<file path="src/rtl/id_operand_hazard_unit.sv">
// ID-stage front end: IF->ID register with a stall-replay buffer for the synchronous instruction
// SRAM, plus rs/rt operand forwarding from NUM_FWD in-flight stages and WB with load-use interlock.

module id_fwd_sel #(
    parameter int DW      = 32,
    parameter int AW      = 5,
    parameter int NUM_FWD = 2
) (
    input  logic [AW-1:0]         i_addr,
    input  logic [NUM_FWD-1:0]    i_fwd_we,
    input  logic [NUM_FWD*AW-1:0] i_fwd_waddr,
    input  logic [NUM_FWD*DW-1:0] i_fwd_wdata,
    input  logic [NUM_FWD-1:0]    i_fwd_ready,
    input  logic                  i_wb_we,
    input  logic [AW-1:0]         i_wb_waddr,
    input  logic [DW-1:0]         i_wb_wdata,
    input  logic [DW-1:0]         i_rf_rdata,
    output logic [DW-1:0]         o_data,
    output logic                  o_pend
);
    always_comb begin
        o_data = i_rf_rdata;
        o_pend = 1'b0;
        if (i_wb_we && i_wb_waddr == i_addr)
            o_data = i_wb_wdata;
        // Walk oldest to youngest so the youngest match wins, including its ready flag.
        for (int i = NUM_FWD - 1; i >= 0; i--) begin
            if (i_fwd_we[i] && i_fwd_waddr[i*AW +: AW] == i_addr) begin
                o_data = i_fwd_wdata[i*DW +: DW];
                o_pend = !i_fwd_ready[i];
            end
        end
        if (i_addr == '0) begin
            o_data = '0;
            o_pend = 1'b0;
        end
    end
endmodule

module id_operand_hazard_unit #(
    parameter int DW      = 32,
    parameter int AW      = 5,
    parameter int NUM_FWD = 2,
    parameter int STALL_W = 6,
    parameter int CNT_W   = 16
) (
    input  logic                  clk,
    input  logic                  rst,
    input  logic                  i_flush,
    input  logic [STALL_W-1:0]    i_stall,
    input  logic                  i_if_ce,
    input  logic [31:0]           i_if_pc,
    input  logic [31:0]           i_inst_rdata,
    input  logic [NUM_FWD-1:0]    i_fwd_we,
    input  logic [NUM_FWD*AW-1:0] i_fwd_waddr,
    input  logic [NUM_FWD*DW-1:0] i_fwd_wdata,
    input  logic [NUM_FWD-1:0]    i_fwd_ready,
    input  logic                  i_wb_we,
    input  logic [AW-1:0]         i_wb_waddr,
    input  logic [DW-1:0]         i_wb_wdata,
    input  logic                  i_rs_used,
    input  logic                  i_rt_used,
    input  logic [DW-1:0]         i_rf_rdata1,
    input  logic [DW-1:0]         i_rf_rdata2,
    output logic                  o_id_ce,
    output logic [31:0]           o_id_pc,
    output logic [31:0]           o_id_inst,
    output logic [AW-1:0]         o_rs_addr,
    output logic [AW-1:0]         o_rt_addr,
    output logic [DW-1:0]         o_op1,
    output logic [DW-1:0]         o_op2,
    output logic                  o_stallreq,
    output logic [CNT_W-1:0]      o_stall_cnt
);
    logic             r_id_ce;
    logic [31:0]      r_id_pc;
    logic             r_hold_vld;
    logic [31:0]      r_hold_inst;
    logic [CNT_W-1:0] r_stall_cnt;
    logic             w_pend1, w_pend2;
    logic             w_unused_stall;

    assign w_unused_stall = ^i_stall;

    always_ff @(posedge clk) begin
        if (rst || i_flush || (i_stall[1] && !i_stall[2])) begin
            r_id_ce    <= 1'b0;
            r_id_pc    <= '0;
            r_hold_vld <= 1'b0;
        end else if (!i_stall[1]) begin
            r_id_ce    <= i_if_ce;
            r_id_pc    <= i_if_pc;
            r_hold_vld <= 1'b0;
        end else if (!r_hold_vld) begin
            // SRAM data is only valid the cycle after fetch; capture it once for the whole stall.
            r_hold_inst <= i_inst_rdata;
            r_hold_vld  <= 1'b1;
        end
    end

    always_ff @(posedge clk) begin
        if (rst)
            r_stall_cnt <= '0;
        else if (o_stallreq && r_stall_cnt != '1)
            r_stall_cnt <= r_stall_cnt + CNT_W'(1);
    end

    assign o_id_ce     = r_id_ce;
    assign o_id_pc     = r_id_pc;
    assign o_id_inst   = !r_id_ce ? 32'h0 : (r_hold_vld ? r_hold_inst : i_inst_rdata);
    assign o_rs_addr   = o_id_inst[21 +: AW];
    assign o_rt_addr   = o_id_inst[16 +: AW];
    assign o_stall_cnt = r_stall_cnt;
    assign o_stallreq  = r_id_ce && ((i_rs_used && w_pend1) || (i_rt_used && w_pend2));

    id_fwd_sel #(.DW(DW), .AW(AW), .NUM_FWD(NUM_FWD)) u_sel_rs (
        .i_addr(o_rs_addr), .i_fwd_we(i_fwd_we), .i_fwd_waddr(i_fwd_waddr),
        .i_fwd_wdata(i_fwd_wdata), .i_fwd_ready(i_fwd_ready), .i_wb_we(i_wb_we),
        .i_wb_waddr(i_wb_waddr), .i_wb_wdata(i_wb_wdata), .i_rf_rdata(i_rf_rdata1),
        .o_data(o_op1), .o_pend(w_pend1)
    );

    id_fwd_sel #(.DW(DW), .AW(AW), .NUM_FWD(NUM_FWD)) u_sel_rt (
        .i_addr(o_rt_addr), .i_fwd_we(i_fwd_we), .i_fwd_waddr(i_fwd_waddr),
        .i_fwd_wdata(i_fwd_wdata), .i_fwd_ready(i_fwd_ready), .i_wb_we(i_wb_we),
        .i_wb_waddr(i_wb_waddr), .i_wb_wdata(i_wb_wdata), .i_rf_rdata(i_rf_rdata2),
        .o_data(o_op2), .o_pend(w_pend2)
    );
endmodule

</file>
<file path="config.mk">
export PLATFORM = sky130hd
export DESIGN_NAME = id_operand_hazard_unit
export DESIGN_NICKNAME = d
export VERILOG_FILES = /design/src/rtl/id_operand_hazard_unit.sv
export SDC_FILE = /design/constraint.sdc
export NUM_CORES = 1
export LEC_CHECK = 0
export ABC_AREA = 1
export CORE_MARGIN = 4
export CORE_UTILIZATION = 30
export CTS_CLUSTER_SIZE = 8
export DETAILED_ROUTE_END_ITERATION = 7
export DONT_BUFFER_PORTS = 1
export GPL_TIMING_DRIVEN = 0
export SYNTH_ARGS = -nofsm -noshare
export SYNTH_HDL_FRONTEND = slang
export SYNTH_SLANG_ARGS = --single-unit
</file>
<file path="constraint.sdc">
create_clock -name clk -period 4.95 [get_ports clk]
set_input_delay 0.495 -clock clk [delete_from_list [all_inputs] [get_ports clk]]
set_output_delay 0.495 -clock clk [all_outputs]
set_load 0.02 [all_outputs]
</file>
==> impl_metrics.csv, run 1 <==
group,metric,value,unit
worst_setup_path,reg2reg_to,"o_stall_cnt[6]",
synthesis,synth_cell_types,32,
clock_network,insertion_delay,0.34,ns
pwr,ir_drop,0.000158,V
worst_setup_path,r2r_slack,2.38,ns
worst_setup_path,arrival,3.13,ns
pwr,power.density,210,nW/um2
synthesis,yosysWarnings,0,
synthesis,syn_nets,1608,
hold_path,min_from,"i_if_pc[26]",
routing,drc_errors,0,
routing,wl_per_cell,18.4,um
floorplanning,core,24500,um2
routing,via_count,8721,
sta,rsz0062_at_grt,"false",
placed_design,pre_cts_ws,1.59,ns
synthesis,avgSynthCellArea,5.56,um2
worst_setup_path,r2r_cells,12,
routing,antenna_left,0,
placed_design,dp_hpwl,25500,um
clock_network,cts_tree,"done",
sta,setup_viol,0,
routing,finalWirelength,31200,um
floorplanning,die-area,27600,um2
synthesis,yosysSeqAreaShare,0.261,
floorplanning,die_w,166,um
final_layout,layout-drive-gt1-share,0.0761,
clock_network,path_clk_slew,0.07,ns
pwr,p_leak,4.57,nW
routing,viasPerCell,5.15,
clock_network,clockRootBuffer,"clkbuf_16",
floorplanning,ios,412,
placed_design,gp_congestion,0.981,
worst_setup_path,path_class,"reg2out",
worst_setup_path,critPathLaunchType,"flip-flop",
pwr,power,0.00173,W
synthesis,netlist_instances,1351,
floorplanning,initial_core_util,0.307,
hold_path,min_path_cells,2,
floorplanning,fp-row-count,57,
worst_setup_path,crit_path_end_kind,"primary output",
hold_path,worstHoldEndpoint,"o_id_pc[26]",
job,cap_viol_max_count,0,
global_route,grt_util_all_layers,0.211,
floorplanning,die_h,166,um
sta,setup_tns,0,ns
sta,worst_slack,1.32,ns
sta,fmax,276,MHz
global_route,grt_max_degree,33,
clock_network,cts_buffer_depth,2,
clock_network,post_cts_buffers,0,
routing,drtPass1Iterations,5,
synthesis,netlist_area,7510,um2
final_layout,fin_nets,1619,
routing,drt_iter0_markers,709,
placed_design,placed_cell_area,7920,um2
global_route,grt.overflow.total,0,
sta,fin_crit,3.63,ns
final_layout,finalInstanceArea,8200,um2
placed_design,port_buffers,0,
global_route,grt_pass1_wl,47000,um
global_route,antenna_found_initial,1,
clock_network,cts_buffers,9,
clock_network,cts_resized,0,
clock_network,ctsHoldBuffers,0,
sta,finalCritPeriodShare,0.733,
synthesis,ys_ff_latch,82,
sta,final_max_slew_viol_count,0,
hold_path,min_path_type,"in2reg",
outcome,status,"finished clean",
worst_setup_path,r2r_start,"o_id_ce",
clock_network,cts_num_sinks,82,
sta,finalHoldViolCount,0,
worst_setup_path,crit_fanout,10,
final_layout,area_growth,9.17,%
sta,relSlewSlack,0.138,
sta,skew,0.00759,ns
worst_setup_path,critical_path_required,4.45,ns
clock_network,h-tree-depth,3,
global_route,grt_pass1_vias,8321,
sta,tightest_slew,1.29,ns
[registers in the layout, summed over array words and instances (netlist names)]
signal / flops
r_hold_inst: 32
o_id_ce: 1
r_hold_vld: 1
o_id_pc: 32
o_stall_cnt: 16
[metrics by stage]
| stage | cells | utilization | hold slack, ns |
|---|---|---|---|
| 2_1_floorplan | 1351 | - | 0.513 |
| 3_3_place_gp | 1675 | 0.324 | 0.531 |
| 3_5_place_dp | 1675 | 0.324 | 0.533 |
| 4_1_cts | 1691 | 0.335 | 0.275 |
| 5_1_grt | 1692 | 0.335 | 0.279 |
| 6_report | 1692 | 0.335 | 0.289 |
[routing by layer]
layer | track usage | part of all wire | vias to the layer above
li1 | - | - | 4237
met1 | 0.235 | 0.38 | 4016
met2 | 0.371 | 0.48 | 399
met3 | 0.0676 | 0.089 | 69
met4 | 0.0889 | 0.043 | 0
met5 | 0 | 0 | -
[worst max-delay path by stage]
| stage | startpoint | end | slack [ns] | cells past startpoint |
|---|---|---|---|---|
| finish | o_id_ce | o_op2[30] | 1.32 | 12 |
| global route | o_id_ce | o_op1[27] | 1.09 | 12 |
| CTS | o_id_ce | o_op1[27] | 1.23 | 12 |
| floorplan | o_id_ce | o_op2[10] | 2.50 | 12 |
| detailed placement | o_id_ce | o_op1[27] | 1.59 | 12 |
| global placement | o_id_ce | o_op1[27] | 1.63 | 12 |
[cell families after synthesis]
family	synth area share
flip-flops	0.261
AND/OR/NAND/NOR	0.498
XOR/XNOR	0.00350
adder cells (fa/ha/maj)	0.00166
AO/OA/AOI/OAI	0.0618
buffers and inverters	0.174
[cell type report]
type,instances,area [um2]
Antenna cell,1,2.50
Clock inverter,6,48.8
Inverter,215,807
Clock buffer,10,233
Multi-Input combinational cell,962,4250
Buffer,92,499
Sequential cell,82,1960
Tap cell,324,405
Fill cell,2803,16300
[synth_stat cells]
library cell | n | area share
nor3_1 | 3 | 0.0020
and3_1 | 2 | 0.0017
dfxtp_1 | 50 | 0.13
clkbuf_1 | 25 | 0.012
xnor2_1 | 1 | 0.0012
buf_6 | 7 | 0.010
inv_2 | 7 | 0.0035
nor2_2 | 1 | 0.00083
a211oi_4 | 1 | 0.0027
xor2_1 | 2 | 0.0023
nand2_2 | 9 | 0.0075
a21oi_1 | 71 | 0.047
nand3_1 | 166 | 0.11
clkinv_1 | 2 | 0.0010
nor2_1 | 178 | 0.089
nand2_1 | 437 | 0.22
o21ai_0 | 1 | 0.00067
o22ai_1 | 2 | 0.0017
a21oi_2 | 5 | 0.0058
buf_4 | 15 | 0.015
nand3b_1 | 1 | 0.0010
nand4_1 | 70 | 0.058
nand3_2 | 6 | 0.0080
o21ai_2 | 1 | 0.0012
edfxtp_1 | 32 | 0.13
ha_1 | 1 | 0.0017
buf_1 | 9 | 0.0045
nor4b_1 | 1 | 0.0012
a22o_1 | 1 | 0.0012
o21ai_1 | 2 | 0.0013
buf_2 | 36 | 0.024
inv_1 | 206 | 0.10
[cells in the final DEF (no fill, tap or decap), drive strengths merged, types with 2 or more instances in the layout]
master / instances
xor2: 2
clkinvlp: 3
o21ai: 4
edfxtp: 32
o22ai: 2
a21oi: 76
and3: 2
dfxtp: 50
nor3: 3
clkbuf: 35
clkinv: 2
buf: 67
nor2: 179
nand3: 172
nand4: 70
inv: 216
nand2: 446
[worst max-delay path, stage by stage (launching register included)]
cell and delay (ns):
dfxtp_1 0.69, buf_6 0.24, nand2_2 0.11, clkinv_1 0.20, nand2_1 0.10, a21oi_2 0.41
nand3_2 0.26, buf_6 0.23, nand2_1 0.06, nand3_1 0.09, nand3_1 0.09, nand2_1 0.12
inv_1 0.19
[power by group]
part	switching [W]	internal [W]	leakage, nW
clock	0.000287	0.000351	0.131
combinational	0.000255	0.0000989	3.74
sequential	0.0000171	0.000719	0.698
Power figures use the tool's default switching activity.
==> inputs of run 2 (changes only) <==
Settings changed: ABC_AREA 1 to 0, CORE_AREA set to 4 4 158 160, CORE_MARGIN 4 to not set, CORE_UTILIZATION 30 to not set, DIE_AREA set to 0 0 162 164.
Clock period 4.95 ns to 3.5 ns, I/O delays scaled along.
==> run 2 against run 1 <==
Area after synthesis decreased by 13%. Cell area down 2.4%. Critical path depth decreased by 1. Clock power rose by 38%. Register-to-register slack got worse by 2.2 ns. Clock-buffer cell count fell by 1. Critical path type unchanged. Largest power group unchanged. Final cell count fell by 32%. Largest cell class unchanged.
==> impl_metrics.csv, run 2 <==
group,metric,value,unit
outcome,status,"finished clean",
synthesis,yosysSeqAreaShare,0.300,
floorplanning,core,23400,um2
synthesis,synth_top_family_by_area,"multiplexers",
sta,finalCritPeriodShare,0.981,
synthesis,netlist_area,6540,um2
sta,setup_tns,0,ns
placed_design,port_buffers,0,
global_route,grt.overflow.total,0,
sta,final_max_slew_viol_count,0,
clock_network,cts_num_sinks,82,
synthesis,synth_commonest_cells,"111 x nand2_1, 84 x a21oi_1, 68 x mux2i_1",
placed_design,pre_cts_ws,-0.538,ns
final_layout,fill_cells,2494,
synthesis,netlist_instances,788,
pwr,swShare,0.295,
synthesis,synth_cell_types,54,
pwr,p_comb_frac,0.193,
routing,antenna_left,0,
synthesis,synth_flop_cell,"dfxtp_1",
pwr,p_sw,0.000702,W
sta,rsz0062_at_grt,"true",
worst_setup_path,crit_path_end_kind,"primary output",
placed_design,dp.cells,1112,
worst_setup_path,critPathLaunchType,"flip-flop",
worst_setup_path,crit_fanout,7,
pwr,p_seq_frac,0.436,
synthesis,syn_nets,1045,
final_layout,layout-drive-gt1-share,0.296,
synthesis,synth.area.mux_share,0.223,
final_layout,layout.cells.non_filler,1144,
synthesis,synth_edf_count,32,
placed_design,gp_congestion,0.914,
clock_network,cts_buffers,9,
synthesis,synth_top_area_frac,0.153,
clock_network,insertion_delay,0.34,ns
clock_network,path_clk_slew,0.07,ns
job,cap_viol_max_count,0,
synthesis,synthArstFlopShare,0,
final_layout,fin_nets,1076,
synthesis,synth_xor_area_frac,0.0174,
synthesis,synth_area_leaders,"dfxtp_1 15%, edfxtp_1 15%, mux2i_1 10%",
pwr,power.density,297,nW/um2
sta,relSlewSlack,0.397,
global_route,grt_pass1_wl,38800,um
routing,viasPerCell,5.64,
synthesis,synthSimpleGateAreaFrac,0.216,
final_layout,final_common_cell,"nand2_1",
final_layout,final_cell_mix,"107 x nand2_1, 67 x mux2i_1, 64 x o211ai_1",
synthesis,post-synth-top-count-cell,"nand2_1",
floorplanning,ios,412,
global_route,grt_util_all_layers,0.188,
hold_path,min_path_type,"in2reg",
global_route,grt_max_degree,33,
final_layout,finalInstanceArea,8010,um2
pwr,clock_power_share,0.371,
pwr,p_leak,2.75,nW
sta,worst_slack,0.0648,ns
worst_setup_path,path_class,"reg2out",
synthesis,yosys.area.top_type,"dfxtp_1",
floorplanning,die_w,162,um
routing,drc_errors,0,
sta,skew,0.00590,ns
routing,via_count,6452,
final_layout,area_growth,22.5,%
sta,setup_viol,0,
routing,drtPass1Iterations,7,
routing,wl_per_cell,24.3,um
sta,fin_crit,3.44,ns
floorplanning,initial_core_util,0.280,
clock_network,ctsHoldBuffers,0,
floorplanning,fp-row-count,56,
routing,finalWirelength,27700,um
sta,finalHoldViolCount,0,
clock_network,h-tree-depth,3,
synthesis,synth_compound_area_frac,0.173,
clock_network,clockRootBuffer,"clkbuf_16",
routing,drt_iter0_markers,450,
pwr,intPower,0.00168,W
clock_network,cts_tree,"done",
synthesis,avgSynthCellArea,8.30,um2
sta,tightest_slew,0.902,ns
sta,fmax,291,MHz
pwr,ir_drop,0.000178,V
placed_design,placed_cell_area,7020,um2
worst_setup_path,critical_path_required,3.15,ns
worst_setup_path,arrival,3.09,ns
synthesis,ys_ff_latch,82,
clock_network,cts_buffer_depth,2,
placed_design,dp_hpwl,21900,um
final_layout,utilization,0.342,
global_route,antenna_found_initial,3,
synthesis,yosysWarnings,0,
synthesis,synthAdderAreaFrac,0.00191,
floorplanning,die_h,164,um
global_route,grt_pass1_vias,6297,
floorplanning,die-area,26600,um2
run 2: cell types whose count changed in the layout (fill, tap and decap cells not counted), moves of 55 or more:
cell	before	now
o211ai_1	0	64
a21oi_2	5	60
nand2_1	437	107
mux2i_1	0	67
inv_1	206	17
nand3_1	166	13
nand4_1	70	3
mux2_2	0	56
nor2_1	178	40
run 2: worst paths after layout:
| kind | slack [ns] | cells past startpoint | to | from |
|---|---|---|---|---|
| min reg2reg | 0.56 | 1 | r_hold_inst[3] | r_hold_inst[3] |
| min | 0.16 | 2 | o_id_pc[30] | i_if_pc[30] |
| max reg2reg | 0.23 | 11 | o_stall_cnt[7] | r_hold_vld |
| max | 0.06 | 11 | o_op2[11] | r_hold_vld |
run 2: critical path, stage by stage (launching register included):
cell      delay (ns)
dfxtp_2         0.33
buf_8           0.13
buf_12          0.13
mux2_4          0.33
nand2_4         0.10
xnor2_2         0.06
nor4_1          0.28
and3_4          0.38
buf_8           0.17
mux2_2          0.35
o211ai_1        0.29
a21oi_2         0.17
run 2: power by group through the flow:
stage	clock [W]	sequential (W)	combinational (W)
after floorplan	0	0.00106	0.000311
after global placement	0	0.00106	0.000383
after detailed placement	0	0.00106	0.000393
after CTS	0.000909	0.00104	0.000428
after global routing	0.000947	0.00104	0.000493
final	0.000883	0.00104	0.000459
run 2: per-stage QoR:
step | total power, W | hold slack [ns]
finish | 0.00238 | 0.159
global route | 0.00248 | 0.154
CTS | 0.00238 | 0.144
detailed placement | 0.00145 | 0.506
global placement | 0.00144 | 0.496
floorplan | 0.00137 | 0.494
run 2: cell type report:
cell class / count / area [um2] / area share
plain buffers: 71 / 492 / 0.0614
repair buffers: 23 / 238 / 0.0297
well taps: 319 / 399 / 0.0498
clock inverters: 7 / 51.3 / 0.00640
multi-input cells: 611 / 4550 / 0.569
diodes: 1 / 2.50 / 0.000312
clock buffers: 9 / 225 / 0.0281
inverters: 21 / 81.3 / 0.0102
flip-flops and latches: 82 / 1970 / 0.246
run 2: routing by layer:
| metal | track usage | vias up | share of wire | wire length (um) |
|---|---|---|---|---|
| li1 | - | 2887 | - | - |
| met1 | 0.228 | 3063 | 0.38 | 10700 |
| met2 | 0.306 | 425 | 0.48 | 13300 |
| met3 | 0.0763 | 73 | 0.11 | 2980 |
| met4 | 0.0573 | 4 | 0.027 | 737 |
| met5 | 0 | - | 0.0010 | 29 |
run 2: cells by family after synthesis:
| family | count (synthesis) |
|---|---|
| buffers and inverters | 96 |
| AOI/OAI and AO/OA | 179 |
| muxes | 135 |
| and+or+nand+nor | 282 |
| DFF | 82 |
| adders and majority gates | 1 |
| xor gates and xnor gates | 13 |
run 2: what timing repair did:
item	4_1_cts	5_1_grt
setup endpoints to repair	69	64
pin swaps	9	21
resized for setup	92	75
gates cloned	0	4
buffers inserted	4	11
==> inputs of run 3 (changes only) <==
Settings changed: GPL_TIMING_DRIVEN 0 to not set.
==> run 3 against run 2 <==
Global-route usage decreased by 1.7 points. Sequential cell count unchanged. Register-to-register slack improved by 0.06 ns. Utilization decreased by 0.51 points. Final cell count increased by 0.26%. Die area unchanged. Cell area decreased by 1.5%. Critical path type unchanged.
==> impl_metrics.csv, run 3 (synthesized netlist as in run 2, its figures left out) <==
group,metric,value,unit
pwr,intPower,0.00177,W
worst_setup_path,critPathLaunchType,"flip-flop",
sta,fin_crit,3.42,ns
sta,finalHoldViolCount,0,
routing,viasPerCell,5.49,
sta,relSlewSlack,0.391,
sta,tightest_slew,0.911,ns
final_layout,antenna_cells,0,
floorplanning,die_w,162,um
sta,final_max_slew_viol_count,0,
sta,worst_slack,0.0763,ns
pwr,swShare,0.276,
worst_setup_path,crit_fanout,16,
global_route,antenna_found_initial,3,
job,cap_viol_max_count,0,
floorplanning,core,23400,um2
routing,drc_errors,0,
routing,via_count,6296,
pwr,power.density,310,nW/um2
floorplanning,ios,412,
sta,finalCritPeriodShare,0.978,
final_layout,utilization,0.337,
worst_setup_path,path_class,"reg2out",
worst_setup_path,cpMostUsedCell,"buf_12",
worst_setup_path,max_stage_delay,0.42,ns
clock_network,insertion_delay,0.34,ns
final_layout,regArea,1970,um2
global_route,grt.overflow.total,0,
final_layout,final_common_cell,"nand2_1",
clock_network,ctsHoldBuffers,0,
final_layout,layout-drive-gt1-share,0.249,
routing,wl_per_cell,22.8,um
worst_setup_path,crit_path_end_kind,"primary output",
pwr,clock_power_share,0.396,
hold_path,min_path_type,"in2reg",
worst_setup_path,arrival,3.07,ns
global_route,grt_util_all_layers,0.171,
final_layout,multi_input_area,4250,um2
pwr,p_sw,0.000674,W
clock_network,cts_buffers,9,
clock_network,cts_tree,"done",
sta,setup_tns,0,ns
pwr,ir_drop,0.000191,V
global_route,grt_pass1_wl,35500,um
clock_network,cts_buffer_depth,2,
floorplanning,initial_core_util,0.280,
final_layout,area_growth,20.6,%
placed_design,dp.cells,1125,
final_layout,fin_nets,1080,
worst_setup_path,cp_slowest_cell,"dfxtp_4",
placed_design,dp_hpwl,19700,um
global_route,grt_max_degree,60,
worst_setup_path,cp_cell_sequence,"buf_12 -> mux2i_4 -> inv_2 -> nand2_2 -> xnor2_1 -> nor4_2 -> and3_4 -> buf_12 -> clkbuf_16 -> mux2_2 -> o211ai_1 -> a21oi_1 -> buf_4",
clock_network,clockRootBuffer,"clkbuf_16",
pwr,p_leak,2.88,nW
pwr,p_comb_frac,0.178,
placed_design,pre_cts_ws,0.153,ns
worst_setup_path,critical_path_required,3.15,ns
final_layout,layout.cells.non_filler,1147,
floorplanning,die_h,164,um
placed_design,port_buffers,0,
final_layout,fill_cells,2455,
pwr,p_seq_frac,0.426,
clock_network,h-tree-depth,3,
sta,setup_viol,0,
routing,drtPass1Iterations,5,
placed_design,gp_congestion,0.832,
floorplanning,die-area,26600,um2
sta,fmax,292,MHz
sta,fin_hold_ws,0.0780,ns
clock_network,path_clk_slew,0.07,ns
final_layout,final_cell_mix,"110 x nand2_1, 87 x buf_4, 83 x a21oi_1",
global_route,grt_pass1_vias,5991,
outcome,status,"finished clean",
floorplanning,fp-row-count,56,
routing,drt_iter0_markers,479,
clock_network,cts_num_sinks,82,
routing,antenna_left,0,
sta,skew,0.0104,ns
routing,finalWirelength,26100,um
[run 3: repair_timing]
action / in CTS / in global routing
setup endpoints to repair: 36 / 45
resized for setup: 5 / 12
pin swaps: 0 / 5
gates cloned: 0 / 3
setup buffers: 0 / 3
[run 3: stage by stage]
step	total power (W)	cell area (um2)
2_1_floorplan	0.00137	6540
3_3_place_gp	0.00148	7420
3_5_place_dp	0.00149	7420
4_1_cts	0.00246	7740
5_1_grt	0.00254	7890
6_report	0.00244	7890
[run 3: worst paths after layout]
path                        start         endpoint  slack, ns  cells after the start
setup / recovery       r_hold_vld        o_op2[27]       0.08                     13
hold / removal                rst   o_stall_cnt[1]       0.08                      1
setup reg to reg       r_hold_vld  o_stall_cnt[14]       0.29                     10
hold reg to reg   r_hold_inst[26]  r_hold_inst[26]       0.56                      1
[run 3: power by group through the flow]
stage	Sequential (W)	Clock [W]	Combinational, W
5_1_grt	0.00104	0.00103	0.000471
2_1_floorplan	0.00106	0	0.000311
6_report	0.00104	0.000967	0.000436
3_3_place_gp	0.00106	0	0.000420
3_5_place_dp	0.00106	0	0.000424
4_1_cts	0.00104	0.000993	0.000428
[run 3: routing by layer]
metal	up-vias	wire length, um	global-route usage
li1	2900	-	-
met2	349	12900	0.287
met4	6	401	0.0392
met3	36	2410	0.0562
met5	-	42	0
met1	3005	10400	0.215
[run 3: worst max-delay path: cells and delay by family, from the launching register on]
kind            cells  cell delay (ns)
compound gates      2             0.27
xor+xnor            1             0.09
buf+inv             5             0.69
flops               1             0.42
mux                 2             0.59
simple gates        3             0.67
[run 3: cell type report]
| type | instances | area share |
|---|---|---|
| Multi-Input combinational cell | 610 | 0.538 |
| Sequential cell | 82 | 0.250 |
| Timing Repair Buffer | 99 | 0.114 |
| Tap cell | 319 | 0.0506 |
| Clock buffer | 9 | 0.0285 |
| Inverter | 21 | 0.00999 |
| Clock inverter | 7 | 0.00936 |
